**src/rtl/wt_seq_operand_accumulator.sv**
```systemverilog
// rtl/wt_seq_operand_accumulator.sv - serial operand accumulator feeding the Wallace-tree cross-check
// Collects NUM_OPS operands one per beat, then holds the sum and the packed operand set until taken.
module wt_seq_operand_accumulator #(
    parameter int WIDTH     = 4,
    parameter int NUM_OPS   = 4,
    parameter int OUT_WIDTH = 6
) (
    input  logic                       CLK,
    input  logic                       RST,
    input  logic [WIDTH-1:0]           OPERAND,
    input  logic                       OP_VALID,
    output logic                       OP_READY,
    output logic [OUT_WIDTH-1:0]       RESULT,
    output logic [NUM_OPS*WIDTH-1:0]   OPS_PACKED,
    output logic                       RES_VALID,
    input  logic                       RES_READY,
    output logic                       BUSY
);

    localparam int CW = $clog2(NUM_OPS + 1);
    localparam logic [CW-1:0] LAST_BEAT = CW'(NUM_OPS - 1);

    typedef enum logic {
        S_COLLECT,
        S_HOLD
    } state_t;

    state_t                     state_q, state_d;
    logic [CW-1:0]              count_q, count_d;
    logic [OUT_WIDTH-1:0]       acc_q, acc_d;
    logic [OUT_WIDTH-1:0]       result_q, result_d;
    logic [NUM_OPS*WIDTH-1:0]   ops_q, ops_d;
    logic [OUT_WIDTH-1:0]       sum;

    assign sum = acc_q + OUT_WIDTH'(OPERAND);

    always_ff @(posedge CLK) begin
        if (RST) begin
            state_q  <= S_COLLECT;
            count_q  <= '0;
            acc_q    <= '0;
            result_q <= '0;
            ops_q    <= '0;
        end else begin
            state_q  <= state_d;
            count_q  <= count_d;
            acc_q    <= acc_d;
            result_q <= result_d;
            ops_q    <= ops_d;
        end
    end

    always_comb begin
        state_d  = state_q;
        count_d  = count_q;
        acc_d    = acc_q;
        result_d = result_q;
        ops_d    = ops_q;
        case (state_q)
            S_COLLECT: begin
                if (OP_VALID) begin
                    acc_d = sum;
                    ops_d[int'(count_q)*WIDTH +: WIDTH] = OPERAND;
                    count_d = count_q + 1'b1;
                    // Final beat: the result register is loaded on the same edge that enters HOLD.
                    if (count_q == LAST_BEAT) begin
                        state_d  = S_HOLD;
                        result_d = sum;
                    end
                end
            end
            S_HOLD: begin
                if (RES_READY) begin
                    state_d = S_COLLECT;
                    acc_d   = '0;
                    count_d = '0;
                end
            end
            default: state_d = S_COLLECT;
        endcase
    end

    assign OP_READY   = (state_q == S_COLLECT);
    assign RES_VALID  = (state_q == S_HOLD);
    assign BUSY       = (count_q != '0) || (state_q == S_HOLD);
    assign RESULT     = result_q;
    assign OPS_PACKED = ops_q;

endmodule

```
**config.mk**
```make
export PLATFORM = sky130hd
export DESIGN_NAME = wt_seq_operand_accumulator
export DESIGN_NICKNAME = d
export VERILOG_FILES = /design/src/rtl/wt_seq_operand_accumulator.sv
export SDC_FILE = /design/constraint.sdc
export NUM_CORES = 1
export LEC_CHECK = 0
export ABC_AREA = 0
export BUFFER_PORTS_ARGS = -buffer_cell sky130_fd_sc_hd__buf_2
export CAP_MARGIN = 20
export CORE_MARGIN = 4
export CORE_UTILIZATION = 57
export DETAILED_ROUTE_END_ITERATION = 6
export MAX_ROUTING_LAYER = met4
export PLACE_DENSITY = 0.93
export SETUP_SLACK_MARGIN = 0.5
export SKIP_CTS_REPAIR_TIMING = 1
export SYNTH_ARGS = -nofsm -noshare
export SYNTH_HDL_FRONTEND = slang
export SYNTH_SLANG_ARGS = --single-unit
```
**constraint.sdc**
```tcl
create_clock -name CLK -period 4.1 [get_ports CLK]
set_input_delay 0.615 -clock CLK [delete_from_list [all_inputs] [get_ports CLK]]
set_output_delay 0.615 -clock CLK [all_outputs]
set_load 0.03 [all_outputs]
```
==> impl_metrics.csv <==
group,metric,value,unit
yosys,syn_inst,177,
route,wl_per_cell,13.9,microns
cells_and_area,area_delta_synth_final,14.2,%
min_path,min_path_type,"reg -> reg",
placed_design,placed_cell_area,1700,sq um
yosys,ys.flop_type,"dfxtp_1",
yosys,syn-num-nets,196,
sta,setup_viol,0,
cts,insertion_delay,350,ps
route,drt-total-wl,3310,microns
sta,fin_setup_tns,0,ps
global_routing,grt_pass1_wl,5470,microns
yosys,syn_area_per_cell,8.73,sq um
yosys,yosys-top-cells-area,"dfxtp_1, ha_1, a21oi_1, nor2_1, nand2_1",
cts,cts_buffer_depth,2,
status,status,"finished clean",
sta,setup_ws,1730,ps
run,max_cap_violations,0,
sta,relSlewSlack,60.2,%
setup_path,setup.worst_path.class,"reg -> out",
sta,slew_violations,0,
power,power_frac_seq,53.5,%
cts,htree_levels,2,
power,p_leak,0.000783,uW
die,die_w,60.1,microns
route,first_pass_iters,4,
die,die_h,60.1,microns
route,vias_per_cell,5.75,
setup_path,cp-end-kind,"output port",
cts,clock_sinks,32,
global_routing,antenna_found_initial,0,
sta,worst_pin_slew,596,ps
sta,hold_viol,0,
cts,cts_tree,"done",
power,power-per-cell-area,348,nW/um^2
yosys,syn_area,1550,sq um
cts,cts_root_buf,"clkbuf_4",
cts,cts_buffers,5,
global_routing,grt_max_degree,37,
setup_path,arrival,1750,ps
power,pwr-share-clk,31.1,%
setup_path,cp_max_fo,11,
cells_and_area,final_cell_mix,"dfxtp_1, buf_2, nor2_1, a21oi_1, nand2_1",
placed_design,port_buffers,32,
sta,clock.fmax,422,MHz
yosys,synth.top_cell.area_share,41.5,%
power,p_sw,177,uW
global_routing,track_usage,21.1,%
power,irDropWorstVdd,0.328,mV
route,drt_iter0_drc,72,
placed_design,hpwl,2360,microns
cells_and_area,insertedDiodeCount,0,
cells_and_area,design_area,1760,sq um
power,internal_power,437,uW
sta,rsz0062_at_grt,"no",
yosys,async_flop_share,0,%
cells_and_area,drive_gt1_share,20.6,%
setup_path,critPathRequiredTime,3480,ps
yosys,ys.warnings.count,0,
placed_design,post-place-ws,1930,ps
die,core.rowCount,18,
route,ant_nets,0,
global_routing,grt_pass1_vias,1277,
sta,fin_skew,13.0,ps
die,core,2520,sq um
sta,period_share,57.8,%
route,vias,1375,
placed_design,gp_congestion,0.819,
route,drc_errors,0,
die,io_pins,33,
cells_and_area,final_nets,227,
die,start_util,61.3,%
yosys,synth_seq_area_share,41.5,%
power,sw_frac_of_total,28.9,%
yosys,synth_area_leader_cell,"dfxtp_1",
cts,clkTransAtPathRegs,100,ps
die,die_area,3610,sq um
yosys,yosys.cell_types.count,43,
yosys,synth-edff-count,0,
sta,fin_crit,2370,ps
global_routing,gr-total-overflow,0,
setup_path,startpoint_type,"flop",
yosys,ys_ff_latch,32,
power,comb_power_share,15.4,%
==> layout make-up <==
type	count	area (sq um)
well taps	30	37.5
repair buffers	32	160
inverters	9	33.8
flip-flops and latches	32	641
clock buffers	6	51.3
clock inverters	2	10.0
multi-input cells	128	831
fillers	219	758
==> cell usage after synthesis (5+ instances only) <==
library cell	count
nand4_1	5
inv_1	9
nor2_1	21
nand2_1	18
buf_2	5
nand3_1	8
a21oi_1	19
dfxtp_1	32
ha_1	10
mux2i_1	6
==> worst paths after layout <==
path                                                   end                  startpoint  slack, ps  cells after the start
worst max-delay path                                  BUSY     count_q[0]$_SDFFE_PP0P_       1730                      5
worst min-delay path            OPS_PACKED[7]$_SDFFE_PP0P_  OPS_PACKED[7]$_SDFFE_PP0P_        450                      2
worst max register to register  OPS_PACKED[2]$_SDFFE_PP0P_     count_q[0]$_SDFFE_PP0P_       1900                      7
worst min register to register  OPS_PACKED[7]$_SDFFE_PP0P_  OPS_PACKED[7]$_SDFFE_PP0P_        450                      2
==> through the flow <==
step	utilization [%]	cells	total power, uW	hold WS (ps)
6_report	69.9	239	614	450
5_1_grt	69.9	239	643	481
4_1_cts	69.9	239	616	454
3_5_place_dp	67.5	231	430	441
3_3_place_gp	67.5	231	428	435
2_1_floorplan	-	177	406	470
==> power groups by stage <==
| stage | Clock [uW] | Combinational (uW) | Sequential, uW |
|---|---|---|---|
| final | 191 | 94.7 | 329 |
| after CTS | 193 | 94.6 | 329 |
| after detailed placement | 0 | 93.8 | 336 |
| after global placement | 0 | 92.4 | 335 |
| after global routing | 206 | 107 | 330 |
| after floorplan | 0 | 67.3 | 339 |
==> worst max-delay path, cell delays in order (launching register included) <==
cell	delay [ps]
dfxtp_1	550
inv_1	160
ha_1	240
ha_1	200
nand2_1	60
buf_2	190
==> cells by family after synthesis <==
family	Yosys count	synth area share, %
xor+xnor	1	0.567
compound gates	34	13.8
simple gates	76	26.1
flops	32	41.5
fa+ha+maj	11	9.39
buf+inv	17	4.78
mux	6	3.89
==> flip-flops by register name, indices dropped and copies added (netlist names) <==
register / cells
acc_q: 6
count_q: 3
RES_VALID: 1
RESULT: 6
OPS_PACKED: 16
==> routing by layer <==
layer	vias to the layer above	wire [microns]	track usage, %	share of wire, %
li1	687	-	-	-
met2	49	1610	31.3	49
met3	9	266	7.56	8.0
met5	-	0	-	0
met1	630	1370	25.1	41
met4	0	64	10.4	1.9
Power figures use the tool's default switching activity.
